[config.mk]
export PLATFORM = sky130hd
export DESIGN_NAME = uart_byte_tx
export DESIGN_NICKNAME = d
export VERILOG_FILES = /design/src/rtl/uart_pkg.sv /design/src/rtl/uart_baud_tick.sv /design/src/rtl/uart_byte_tx.sv
export SDC_FILE = /design/constraint.sdc
export NUM_CORES = 1
export LEC_CHECK = 0
export ABC_AREA = 1
export BUFFER_PORTS_ARGS = -buffer_cell sky130_fd_sc_hd__buf_2
export CAP_MARGIN = 30
export CORE_UTILIZATION = 40
export DETAILED_ROUTE_END_ITERATION = 10
export GPL_ROUTABILITY_DRIVEN = 0
export SLEW_MARGIN = 30
export SYNTH_ARGS = -nofsm -noshare
export SYNTH_HDL_FRONTEND = slang
export SYNTH_SLANG_ARGS = --single-unit
[constraint.sdc]
create_clock -name low_Freq_Clk -period 2.6 [get_ports low_Freq_Clk]
set_input_delay 0.52 -clock low_Freq_Clk [delete_from_list [all_inputs] [get_ports low_Freq_Clk]]
set_output_delay 0.52 -clock low_Freq_Clk [all_outputs]
set_load 0.02 [all_outputs]
[src/rtl/uart_pkg.sv]
// Shared definitions for the UART byte transmitter: FSM encoding, data width, parity helper.
// Latency: n/a (declarations only).
// Backpressure: n/a.
package uart_pkg;

    localparam int DATA_BITS = 8;

    typedef enum logic [2:0] {
        IDLE   = 3'd0,
        START  = 3'd1,
        DATA   = 3'd2,
        PARITY = 3'd3,
        STOP   = 3'd4
    } uart_state_e;

    // Even parity is the XOR of all data bits; odd parity is its complement.
    function automatic logic parity_bit(input logic [DATA_BITS-1:0] data, input logic odd);
        return (^data) ^ odd;
    endfunction

endpackage

[src/rtl/uart_baud_tick.sv]
// Bit-period timer: counts 0..CLKS_PER_BIT-1 and flags the last cycle of each bit.
// Latency: tick is combinational from the counter register; counter restarts the cycle after clear.
// Backpressure: none; free-running unless held in clear.
// Ports: low_Freq_Clk/reset clock and async active-low reset; clear synchronous restart;
//        tick high during the final cycle of a bit period.
module uart_baud_tick #(
    parameter int CLKS_PER_BIT = 16
) (
    input  logic low_Freq_Clk,
    input  logic reset,
    input  logic clear,
    output logic tick
);

    localparam int CNT_W = (CLKS_PER_BIT > 1) ? $clog2(CLKS_PER_BIT) : 1;
    localparam logic [CNT_W-1:0] LAST = CNT_W'(CLKS_PER_BIT - 1);

    logic [CNT_W-1:0] cnt;

    always_ff @(posedge low_Freq_Clk or negedge reset) begin
        if (!reset) begin
            cnt <= '0;
        end else if (clear || (cnt == LAST)) begin
            cnt <= '0;
        end else begin
            cnt <= cnt + 1'b1;
        end
    end

    assign tick = (cnt == LAST);

endmodule

[src/rtl/uart_byte_tx.sv]
// UART byte transmitter: serialises an accepted byte as start, 8 data (LSB first), optional parity, stop bits.
// Latency: line drops to the start bit on the accepting edge; frame lasts (10+PARITY_EN+STOP_BITS-1)*CLKS_PER_BIT cycles.
// Backpressure: tx_Done low while busy; strobes arriving outside IDLE are dropped.
// Ports: low_Freq_Clk clock; reset async active-low; valid_Sig/random_Byte one-cycle byte strobe;
//        tx_Serial line (idle high); tx_Done ready level; tx_Active frame in progress.
module uart_byte_tx
    import uart_pkg::*;
#(
    parameter int CLKS_PER_BIT = 16,
    parameter int PARITY_EN    = 0,
    parameter int PARITY_ODD   = 0,
    parameter int STOP_BITS    = 1
) (
    input  logic       low_Freq_Clk,
    input  logic       reset,
    input  logic       valid_Sig,
    input  logic [7:0] random_Byte,
    output logic       tx_Serial,
    output logic       tx_Done,
    output logic       tx_Active
);

    localparam logic [2:0] LAST_IDX  = 3'(DATA_BITS - 1);
    localparam logic       LAST_STOP = 1'(STOP_BITS - 1);

    uart_state_e    state, state_nxt;
    logic [7:0]     shift, shift_nxt;
    logic [2:0]     bit_idx, bit_idx_nxt;
    logic           stop_cnt, stop_cnt_nxt;
    logic           par, par_nxt;
    logic           serial_nxt, done_nxt, active_nxt;
    logic           tick;

    // Counter is held at zero while idle, so the start bit always gets a full period.
    uart_baud_tick #(
        .CLKS_PER_BIT(CLKS_PER_BIT)
    ) u_baud (
        .low_Freq_Clk(low_Freq_Clk),
        .reset       (reset),
        .clear       (state == IDLE),
        .tick        (tick)
    );

    always_ff @(posedge low_Freq_Clk or negedge reset) begin
        if (!reset) begin
            state     <= IDLE;
            shift     <= '0;
            bit_idx   <= '0;
            stop_cnt  <= 1'b0;
            par       <= 1'b0;
            tx_Serial <= 1'b1;
            tx_Done   <= 1'b1;
            tx_Active <= 1'b0;
        end else begin
            state     <= state_nxt;
            shift     <= shift_nxt;
            bit_idx   <= bit_idx_nxt;
            stop_cnt  <= stop_cnt_nxt;
            par       <= par_nxt;
            tx_Serial <= serial_nxt;
            tx_Done   <= done_nxt;
            tx_Active <= active_nxt;
        end
    end

    // Outputs are computed as next-state values so every output leaves a flop.
    always_comb begin
        state_nxt    = state;
        shift_nxt    = shift;
        bit_idx_nxt  = bit_idx;
        stop_cnt_nxt = stop_cnt;
        par_nxt      = par;
        serial_nxt   = tx_Serial;
        done_nxt     = tx_Done;
        active_nxt   = tx_Active;

        case (state)
            IDLE: begin
                if (valid_Sig) begin
                    shift_nxt    = random_Byte;
                    // Parity captured up front because the shift register is consumed bit by bit.
                    par_nxt      = parity_bit(random_Byte, 1'(PARITY_ODD));
                    bit_idx_nxt  = '0;
                    stop_cnt_nxt = 1'b0;
                    state_nxt    = START;
                    serial_nxt   = 1'b0;
                    done_nxt     = 1'b0;
                    active_nxt   = 1'b1;
                end
            end
            START: begin
                if (tick) begin
                    state_nxt  = DATA;
                    serial_nxt = shift[0];
                end
            end
            DATA: begin
                if (tick) begin
                    if (bit_idx == LAST_IDX) begin
                        if (PARITY_EN != 0) begin
                            state_nxt  = PARITY;
                            serial_nxt = par;
                        end else begin
                            state_nxt  = STOP;
                            serial_nxt = 1'b1;
                        end
                    end else begin
                        bit_idx_nxt = bit_idx + 3'd1;
                        shift_nxt   = shift >> 1;
                        serial_nxt  = shift[1];
                    end
                end
            end
            PARITY: begin
                if (tick) begin
                    state_nxt  = STOP;
                    serial_nxt = 1'b1;
                end
            end
            STOP: begin
                if (tick) begin
                    if (stop_cnt == LAST_STOP) begin
                        state_nxt  = IDLE;
                        serial_nxt = 1'b1;
                        done_nxt   = 1'b1;
                        active_nxt = 1'b0;
                    end else begin
                        stop_cnt_nxt = 1'b1;
                    end
                end
            end
            default: begin
                state_nxt  = IDLE;
                serial_nxt = 1'b1;
                done_nxt   = 1'b1;
                active_nxt = 1'b0;
            end
        endcase
    end

endmodule

# --- Word-level counts from Yosys, hierarchy flattened ---
# Cells that the tools add are included.
totals:
  output_inout_bits: 3
  regBits: 22
  word_cells: 68
classes:
  n_eq_ne: 14
  n_mux: 33
  n_bitwise: 1
  add_sub_neg: 2
  reduce_logical: 10
op_table:
  columns: ["cell", "n"]
  rows:
  - ["two-way mux 3 bit", 10]
  - ["two-way mux 8 bit", 3]
  - ["inequality test 2 bit, second input constant", 8]
  - ["one-hot mux 8 bit (2 select lines)", 1]
  - ["one-hot mux 3 bit (5 select lines)", 1]
  - ["two-way mux 1 bit", 12]
  - ["AND reduction 4 bit", 2]
  - ["AND reduction 7 bit", 1]
  - ["== test 3 x 2 -> 1 bit, second input constant", 2]
  - ["== test 3 bit, second input constant", 2]
  - ["one-hot mux 1 bit (3 select lines)", 2]
  - ["one-hot mux 3 bit (2 select lines)", 1]
  - ["AND reduction 6 bit", 1]
  - ["one-hot mux 1 bit (5 select lines)", 1]
  - ["adder 4 x 1 -> 4 bit, second input constant", 1]
  - ["== test 4 bit, second input constant", 1]
  - ["two-way mux 4 bit", 1]
  - ["nonzero test 2 bit", 2]
  - ["adder 3 x 1 -> 3 bit, second input constant", 1]
  - ["== test 3 x 1 -> 1 bit, second input constant", 1]
  - ["logical NOT 3 bit", 1]
  - ["AND reduction 3 bit", 1]
  - ["OR reduction 3 bit", 1]
  - ["one-hot mux 1 bit (2 select lines)", 1]
  - ["2 further kinds", 2]

# --- Logic depth before layout (Yosys ltp) ---
# Gate-level depths: netlist of run 1.
logic_depth:
  word_depth: 4
  ltp_mapped: 9
  mapped_depth_nobuf: 8

# --- Cells and area by module ---
# A second synthesis of run 1 with hierarchy kept.
hier_totals:
  hier_cells: 148
  area_unflattened_um2: 1181.1
modules_own_cells:
  columns: ["module", "seq_area_each_um2", "n_inst", "area_each_um2", "cells_per_inst"]
  rows:
  - ["uart_byte_tx", 427.9, 1, 988.4, 129]
  - ["uart_baud_tick", 100.1, 1, 192.7, 19]

# --- Worst setup path after synthesis of run 1 ---
# No wires, ideal clock.
synth_path:
  path_type: "register -> register"
  startpoint: "reg bit_idx[0]"
  endpoint: "reg shift[1]"
  arrival_time_ns: 1.287
  setup_ns: 0.118
  stages_incl_launch_ff: 10
  path_slack_ns: 1.195
  n_path_buf: 1
  cell_sequence: "dfrtp_1 -> ha_1 -> ha_1 -> inv_1 -> nand2_4 -> nand2_4 -> nand2_4 -> buf_6 -> nand2_1 -> nand2_1"
synth_between:
  elab_chain_len: 3
synth_lines:
  columns: ["item", "line", "text"]
  rows:
  - ["from (decl)", "uart_byte_tx.sv:28", "logic [2:0] bit_idx, bit_idx_nxt;"]
  - ["from (signal assigned)", "uart_byte_tx.sv:57", "bit_idx <= bit_idx_nxt;"]
  - ["== test 3 bit", "uart_byte_tx.sv:99", "if (bit_idx == LAST_IDX) begin"]
  - ["inequality test 2 bit (no line)", null, null]
  - ["AND reduction 4 bit (no line)", null, null]
  - ["to (signal assigned)", "uart_byte_tx.sv:56", "shift <= shift_nxt;"]
  - ["to (decl)", "uart_byte_tx.sv:27", "logic [7:0] shift, shift_nxt;"]
# Every way passes these cells.
# A chain may end at the register's enable or synchronous reset.

# --- Worst setup path after layout of run 1 ---
layout_path:
  startpoint: "reg state[2]"
  endpoint: "reg bit_idx[1]"
layout_between:
  elab_chain_len: 3
  elab_cells_between_ends: 8
  cone_classes: "eq/ne (4); mux (1); reduce/logical (3)"
layout_lines:
  columns: ["item", "line", "text"]
  rows:
  - ["from (decl)", "uart_byte_tx.sv:26", "uart_state_e state, state_nxt;"]
  - ["from (signal assigned)", "uart_byte_tx.sv:55", "state <= state_nxt;"]
  - ["== test 3 x 2 -> 1 bit or logical NOT 3 bit (tied branches)", "uart_byte_tx.sv:77", "case (state)"]
  - ["inequality test 2 bit (no line) or nonzero test 2 bit (tied branches)", null, null]
  - ["AND reduction 4 bit (no line)", null, null]
# Several ways; a longest one is shown, not always the timed one.

==> run_results.csv, run 1 <==
group,metric,value,unit
outcome,status,"complete, no violations",
setup_path,path_class,"reg -> reg",
floorplanning,die_area,2950,µm²
drt,wl_per_cell,10.6,µm
clocking,cts_buffers,3,
global_route,grt_pass1_vias,784,
setup_path,worst_path_most_repeated_cell,"nand2_4",
setup_path,worst_path_largest_cell_delay,440,ps
global_route,track_usage,0.156,
drt,drt_wl_total,1940,µm
drt,drtPass1Iterations,4,
clocking,insertion_delay,310,ps
logic_synthesis,synth_area_leaders,"dfrtp_1 43%, nand2_1 20%, nand3_1 5.9%",
floorplanning,core_area,2520,µm²
timing,post-route-period-util,0.598,
setup_path,crit_path_max_fanout,14,
timing,post-route-min-period,1560,ps
logic_synthesis,yosysMostFrequentCell,"nand2_1",
clocking,cts_tree,"built",
setup_path,worst_setup_path_start_kind,"flip-flop",
clocking,post-cts-setup-buffers,0,
cells_and_area,area_delta_synth_final,10.3,%
floorplanning,die_h,54.3,µm
drt,vias,874,
cells_and_area,diodes,0,
clocking,htreeDepth,1,
timing,fmax,643,MHz
hold_path,hold_class,"in -> async",
floorplanning,io_pins,14,
timing,maxSlewHeadroom,0.688,
cells_and_area,nets,169,
clocking,path_clk_slew,120,ps
global_route,antenna_found_initial,0,
global_route,overflow,0,
timing,worst_pin_slew,467,ps
logic_synthesis,synth_top_cell_by_area,"dfrtp_1",
timing,finalSetupViolations,0,
clocking,clk_path_buf_depth,2,
drt,vias_per_cell,4.75,
logic_synthesis,ys.warnings.count,0,
pwr,p_total,1270,µW
pwr,leakage,0.000664,µW
clocking,cts_sinks,21,
logic_synthesis,yosys.area.top_type_share,0.434,
setup_path,critPathSlowestCell,"dfrtp_1",
floorplanning,rows,18,
drt,ant_nets,0,
clocking,root_buffer,"clkbuf_4",
floorplanning,die_x,54.3,µm
cells_and_area,drive_above_1_share,0.201,
timing,finalMaxSlewViolations,0,
floorplanning,initial_utilization,0.434,
logic_synthesis,yosysSeqAreaShare,0.482,
timing,rsz0062_at_grt,"false",
logic_synthesis,synth_area_per_cell,7.88,µm²
logic_synthesis,ys_seq_elements,21,
logic_synthesis,synth_top_flop_cell,"dfrtp_1",
timing,fin_skew,16.9,ps
logic_synthesis,synth_cells,139,
job,maxCapViolations,0,
timing,finalHoldViolations,0,
drt,drc,0,
setup_path,crit_path_end_kind,"flip-flop",
setup_path,path_cells,"inv_2 -> nand2_2 -> nor2_4 -> nand2_4 -> nand2_4 -> nand2_4 -> nand2_1 -> o21ai_2",
logic_synthesis,syn_nets,153,
clocking,cts_hold_buf,0,
cells_and_area,final_util,0.479,
setup_path,crit_required,2800,ps
placement,dpl.hpwl,1450,µm
timing,final.setup.tns,0,ps
setup_path,arrival,1750,ps
logic_synthesis,synth_cell_types,22,
logic_synthesis,syn_area,1090,µm²
global_route,grt_pass1_wl,3250,µm
logic_synthesis,synth-edff-count,0,
placement,portBuffers,13,
clocking,cts_resized,0,
logic_synthesis,synthTopCellsByCount,"59 x nand2_1, 19 x dfrtp_1, 13 x nand3_1",
drt,drt_iter0_drc,28,
global_route,grt_max_degree,22,
logic_synthesis,async_reset_ff_frac,1.00,
pwr,p_per_area,1050,nW/µm²
pwr,ir_drop,0.581,mV
[kinds of logic (layout without fill, tap and decap cells)]
logic type      Yosys count  in the layout  synth area share
simple gates             92             92             0.377
flops                    21             21             0.482
buf+inv                  15             30            0.0594
compound gates            7              7            0.0389
fa+ha+maj                 3              3            0.0343
xor+xnor                  1              1           0.00800
[critical path: cells and delay by family, from the launching register on]
kind / cells / cell delay, ps
buffers and inverters: 1 / 100
AOI/OAI and AO/OA: 1 / 50
and+or+nand+nor: 6 / 860
DFF: 1 / 440
[area by class of cell]
type                    count  area [µm²]
clock buffers               4        26.3
fillers                   266        1320
inverters                  13        48.8
multi-input cells         103         502
flip-flops and latches     21         528
well taps                  30        37.5
repair buffers             13        65.1
[flip-flops by register name, indices dropped and copies added (netlist names)]
register	cells
shift	8
u_baud.cnt	4
bit_idx	3
state	3
tx_Active	1
tx_Done	1
tx_Serial	1
[layout by cell type (no fill, tap or decap), types with 3 or more instances in the layout]
cell,netlist,layout
clkbuf_4,0,3
nand2_4,3,3
inv_2,3,3
ha_1,3,3
nand2_2,3,3
nor2_1,8,8
buf_2,1,13
nand2_1,59,59
inv_1,10,10
nand3_1,13,13
dfrtp_1,19,19
[routing by layer]
layer | track usage | routed length [µm] | up-vias
li1 | - | - | 467
met1 | 0.198 | 952 | 390
met5 | 0 | 0 | -
met2 | 0.248 | 894 | 15
met3 | 0.0500 | 80 | 2
met4 | 0.0513 | 15 | 0
[stage by stage]
step | setup WS (ps) | hold WS (ps) | area, µm² | instances
global route | 922 | 166 | 1210 | 184
CTS | 1040 | 149 | 1210 | 184
global placement | 1130 | 447 | 1180 | 180
detailed placement | 1080 | 452 | 1180 | 180
finish | 1040 | 139 | 1210 | 184
floorplan | 1190 | 224 | 1090 | 139
[where the power goes]
group          internal (µW)  switching (µW)
sequential               461            87.8
combinational            191             378
clock                   59.9            95.6
total                    712             562
[final timing paths]
kind                                       from                 endpoint  slack [ps]  depth (start not counted)
setup / recovery           state[2]$_DFFE_PN0P_   bit_idx[1]$_DFFE_PN0P_        1040                          8
hold / removal                            reset  u_baud.cnt[2]$_DFF_PN0_         140                          1
setup reg to reg           state[2]$_DFFE_PN0P_   bit_idx[1]$_DFFE_PN0P_        1040                          8
hold reg to reg             tx_Done$_DFFE_PN1P_      tx_Done$_DFFE_PN1P_         470                          2
max in group asynchronous                 reset      tx_Done$_DFFE_PN1P_        2120                          1
min in group low_Freq_Clk        random_Byte[7]     shift[7]$_DFFE_PN0P_         430                          3
No activity file was read; power rests on OpenSTA's default activity.
==> inputs of run 2 (changes only) <==
Clock period 2.6 ns to 1.36 ns, I/O delays scaled along.
==> run_results.csv, run 2 (synthesis gave the netlist of run 1 again) <==
group,metric,value,unit
drt,drt_iter0_drc,18,
drt,drc,0,
drt,vias,993,
cells_and_area,largest_reg_flops,8,
cells_and_area,regArea,531,µm²
timing,worst_pin_slew,480,ps
timing,fmax,748,MHz
pwr,p_total,2980,µW
timing,rsz0062_at_grt,"true",
timing,finalHoldViolations,0,
timing,hold_ws,193,ps
drt,vias_per_cell,4.87,
cells_and_area,top_regs,"shift: 8 flops, u_baud.cnt: 4 flops",
cells_and_area,final_cell_count_no_fill,204,
timing,finalMaxSlewViolations,0,
cells_and_area,regMostFlops,"shift",
floorplanning,initial_utilization,0.434,
placement,dp_slack,-59.4,ps
setup_path,worst_path_largest_cell_delay,370,ps
setup_path,worst_path_most_repeated_cell,"nand2_1",
clocking,cts_tree,"built",
timing,maxSlewHeadroom,0.680,
global_route,overflow,0,
placement,portBuffers,13,
timing,final.setup.tns,0,ps
setup_path,path_cells,"ha_2 -> nand2_2 -> nor2_4 -> nor2_2 -> nor2_2 -> nand2_1 -> nand2_1 -> nand2_1",
global_route,grt_pass1_vias,867,
drt,drt_wl_total,2370,µm
setup_path,path_class,"reg -> reg",
drt,drtPass1Iterations,4,
placement,dp.cells,190,
setup_path,crit_path_end_kind,"flip-flop",
timing,setup_slack,23.0,ps
setup_path,crit_path_max_fanout,4,
cells_and_area,drive_above_1_share,0.368,
outcome,status,"complete, no violations",
setup_path,crit_required,1560,ps
hold_path,hold_class,"in -> reg",
clocking,htreeDepth,1,
setup_path,arrival,1530,ps
floorplanning,core_area,2520,µm²
floorplanning,rows,18,
cells_and_area,multi_input_area,613,µm²
clocking,clk_path_buf_depth,2,
cells_and_area,nets,189,
floorplanning,die_h,54.3,µm
cells_and_area,area_delta_synth_final,35.2,%
cells_and_area,layout_common_cells,"56 x nand2_1, 17 x dfrtp_1, 15 x buf_4",
timing,post-route-period-util,0.983,
timing,post-route-min-period,1340,ps
global_route,grt_pass1_wl,3510,µm
floorplanning,die_area,2950,µm²
clocking,root_buffer,"clkbuf_4",
timing,finalSetupViolations,0,
global_route,antenna_found_initial,0,
pwr,leakage,0.000773,µW
cells_and_area,fill_cells,246,
job,maxCapViolations,0,
clocking,path_clk_slew,120,ps
clocking,insertion_delay,300,ps
setup_path,critPathSlowestCell,"dfrtp_1",
cells_and_area,diodes,0,
drt,wl_per_cell,11.6,µm
timing,fin_skew,7.10,ps
placement,dpl.hpwl,1580,µm
drt,ant_nets,0,
clocking,cts_sinks,21,
floorplanning,die_x,54.3,µm
cells_and_area,layout_commonest_cell,"nand2_1",
floorplanning,io_pins,14,
setup_path,worst_setup_path_start_kind,"flip-flop",
global_route,track_usage,0.167,
clocking,cts_buffers,3,
global_route,grt_max_degree,22,
pwr,ir_drop,1.35,mV
pwr,p_per_area,2010,nW/µm²
run 2: changes by cell type in the layout (fill, tap and decap cells not counted), sizes merged:
cell         delta
buf            +17
nand2           +2
dlygate4sd3     +1
run 2: worst paths after layout:
check	startpoint	end	slack [ps]	depth (start not counted)
max reg2reg	u_baud.cnt[0]$_DFF_PN0_	state[2]$_DFFE_PN0P_	20	8
max in group asynchronous	reset	state[0]$_DFFE_PN0P_	560	2
min reg2reg	tx_Serial$_DFFE_PN1P_	tx_Serial$_DFFE_PN1P_	470	2
min	random_Byte[7]	shift[7]$_DFFE_PN0P_	190	3
max	u_baud.cnt[0]$_DFF_PN0_	state[2]$_DFFE_PN0P_	20	8
min in group asynchronous	reset	bit_idx[0]$_DFFE_PN0P_	450	2
run 2: critical path, delay by kind of cell, from the launching register on:
kind	cells	cell delay, ps
flip-flops	1	370
adder cells (fa/ha/maj)	1	190
AND/OR/NAND/NOR	7	690
run 2: power by group:
part / leakage [µW] / internal [µW] / switching (µW) / total, µW
Combinational: 0.000497 / 703 / 918 / 1620
Clock: 0.0000150 / 114 / 184 / 298
Sequential: 0.000262 / 887 / 171 / 1060
run 2: what timing repair did:
action | 4_1_cts | 5_1_grt
setup buffers | 1 | 6
hold buffers | 1 | 0
endpoints found under the setup margin | 11 | 16
gates cloned | 0 | 2
pin swaps | 1 | 9
gates resized for setup | 2 | 22
endpoints found under the hold margin | 19 | 0
run 2: final cells by class:
cell class,count,share of cell area
Multi-Input combinational cell,105,0.414
Sequential cell,21,0.358
Timing Repair Buffer,31,0.148
Inverter,13,0.0363
Tap cell,30,0.0254
Clock buffer,4,0.0178
run 2: metrics by stage:
| step | instance area, µm² | utilization |
|---|---|---|
| 2_1_floorplan | 1100 | - |
| 3_3_place_gp | 1260 | 0.499 |
| 3_5_place_dp | 1260 | 0.499 |
| 4_1_cts | 1320 | 0.522 |
| 5_1_grt | 1480 | 0.587 |
| 6_report | 1480 | 0.587 |
run 2: per-layer routing:
metal | global-route usage | vias to the layer above | routed length [µm]
li1 | - | 508 | -
met1 | 0.209 | 468 | 1110
met2 | 0.278 | 13 | 1190
met3 | 0.0333 | 4 | 45
met4 | 0.0684 | 0 | 27
met5 | 0 | - | 0
==> inputs of run 3 (changes only) <==
Clock period 1.36 ns to 1.7 ns, I/O delays scaled along.
==> run_results.csv, run 3 (synthesis gave the netlist of run 1 again) <==
group,metric,value,unit
outcome,status,"complete, no violations",
global_route,grt_max_degree,22,
drt,drc,0,
global_route,antenna_found_initial,0,
timing,post-route-min-period,1490,ps
setup_path,path_class,"reg -> reg",
job,maxCapViolations,0,
setup_path,crit_path_end_kind,"flip-flop",
placement,portBuffers,13,
timing,worst_pin_slew,483,ps
cells_and_area,layout_common_cells,"59 x nand2_1, 19 x dfrtp_1, 13 x nand3_1, 13 x buf_2, 10 x inv_1",
pwr,netSwitchingFraction,0.441,
setup_path,worst_setup_path_start_kind,"flip-flop",
floorplanning,io_pins,14,
cells_and_area,drive_above_1_share,0.205,
drt,drtPass1Iterations,4,
pwr,p_int,1100,µW
floorplanning,die_h,54.3,µm
cells_and_area,final_cell_count_no_fill,186,
timing,final.setup.tns,0,ps
setup_path,crit_path_max_fanout,14,
timing,finalHoldViolations,0,
placement,dpl.hpwl,1450,µm
cells_and_area,fill_cells,256,
timing,fin_skew,4.67,ps
cells_and_area,regMostFlops,"shift",
setup_path,crit_required,1900,ps
setup_path,arrival,1690,ps
pwr,p_total,1970,µW
global_route,grt_pass1_wl,3400,µm
timing,maxSlewHeadroom,0.678,
clocking,clk_path_buf_depth,2,
cells_and_area,final_util,0.486,
cells_and_area,multi_input_area,502,µm²
clocking,root_buffer,"clkbuf_4",
global_route,track_usage,0.158,
timing,hold_ws,264,ps
placement,dp.cells,181,
timing,fmax,670,MHz
pwr,leakage,0.000673,µW
drt,vias_per_cell,4.81,
clocking,path_clk_slew,120,ps
drt,drt_iter0_drc,13,
hold_path,hold_class,"in -> reg",
drt,ant_nets,0,
pwr,pwr-share-clk,0.122,
clocking,cts_buffers,3,
timing,post-route-period-util,0.879,
floorplanning,die_area,2950,µm²
timing,rsz0062_at_grt,"false",
cells_and_area,layout_commonest_cell,"nand2_1",
pwr,pwr-share-seq,0.428,
drt,wl_per_cell,10.9,µm
timing,finalMaxSlewViolations,0,
pwr,p_per_area,1610,nW/µm²
timing,finalSetupViolations,0,
pwr,ir_drop,0.991,mV
clocking,cts_resized,0,
cells_and_area,regArea,528,µm²
floorplanning,initial_utilization,0.434,
clocking,insertion_delay,300,ps
floorplanning,core_area,2520,µm²
floorplanning,die_x,54.3,µm
clocking,cts_sinks,21,
cells_and_area,nets,171,
cells_and_area,diodes,0,
floorplanning,rows,18,
drt,vias,895,
cells_and_area,area_delta_synth_final,11.9,%
clocking,post-cts-setup-buffers,0,
clocking,htreeDepth,1,
clocking,cts_tree,"built",
cells_and_area,top_regs,"shift: 8 flops, u_baud.cnt: 4 flops",
global_route,grt_pass1_vias,775,
pwr,power_switching,868,µW
pwr,pwr-share-comb,0.450,
global_route,overflow,0,
drt,drt_wl_total,2030,µm
cells_and_area,largest_reg_flops,8,
==> run 3: power by group through the flow <==
stage,logic [µW],registers (µW),clock network [µW]
final,885,843,240
after floorplan,694,859,0
after detailed placement,894,848,0
after global routing,1030,868,266
after CTS,896,841,256
after global placement,877,845,0
==> run 3: area by class of cell <==
type | count | share of cell area
tap | 30 | 0.0306
clock buffer | 4 | 0.0215
inverter | 13 | 0.0398
timing repair buffer | 15 | 0.0674
multi-input combinational | 103 | 0.410
sequential | 21 | 0.431
==> run 3: worst paths after layout <==
| kind | from | endpoint | slack, ps | cells after the start |
|---|---|---|---|---|
| setup / recovery | state[2]$_DFFE_PN0P_ | bit_idx[2]$_DFFE_PN0P_ | 210 | 8 |
| hold / removal | random_Byte[7] | shift[7]$_DFFE_PN0P_ | 260 | 3 |
| setup reg to reg | state[2]$_DFFE_PN0P_ | bit_idx[2]$_DFFE_PN0P_ | 210 | 8 |
| hold reg to reg | tx_Done$_DFFE_PN1P_ | tx_Done$_DFFE_PN1P_ | 480 | 2 |
| max in group asynchronous | reset | tx_Done$_DFFE_PN1P_ | 830 | 2 |
| min in group asynchronous | reset | state[0]$_DFFE_PN0P_ | 520 | 2 |
==> run 3: layer usage <==
metal	GRT usage	routed length, µm
met3	0.0250	49
met4	0.0684	15
met1	0.223	1040
met2	0.236	916
met5	0	0
==> run 3: timing repair <==
item / CTS / global route
hold endpoints to repair: 19 / 0
hold buffers: 1 / 0
setup endpoints to repair: 0 / 0
==> run 3: critical path, cell delays in order, from the launching register on <==
cell and delay (ps):
dfrtp_1 440, inv_2 100, nand2_2 80, nor2_4 240, nand2_4 110, nand2_4 130, nand2_4 130, nand2_1 100
o21ai_2 50
==> run 3: stage by stage <==
step                      worst slack (ps)  cell area (µm²)
final                                  206             1220
after global routing                  25.5             1220
after CTS                              191             1220
after detailed placement               215             1190
after global placement                 269             1190
after floorplan                        295             1090
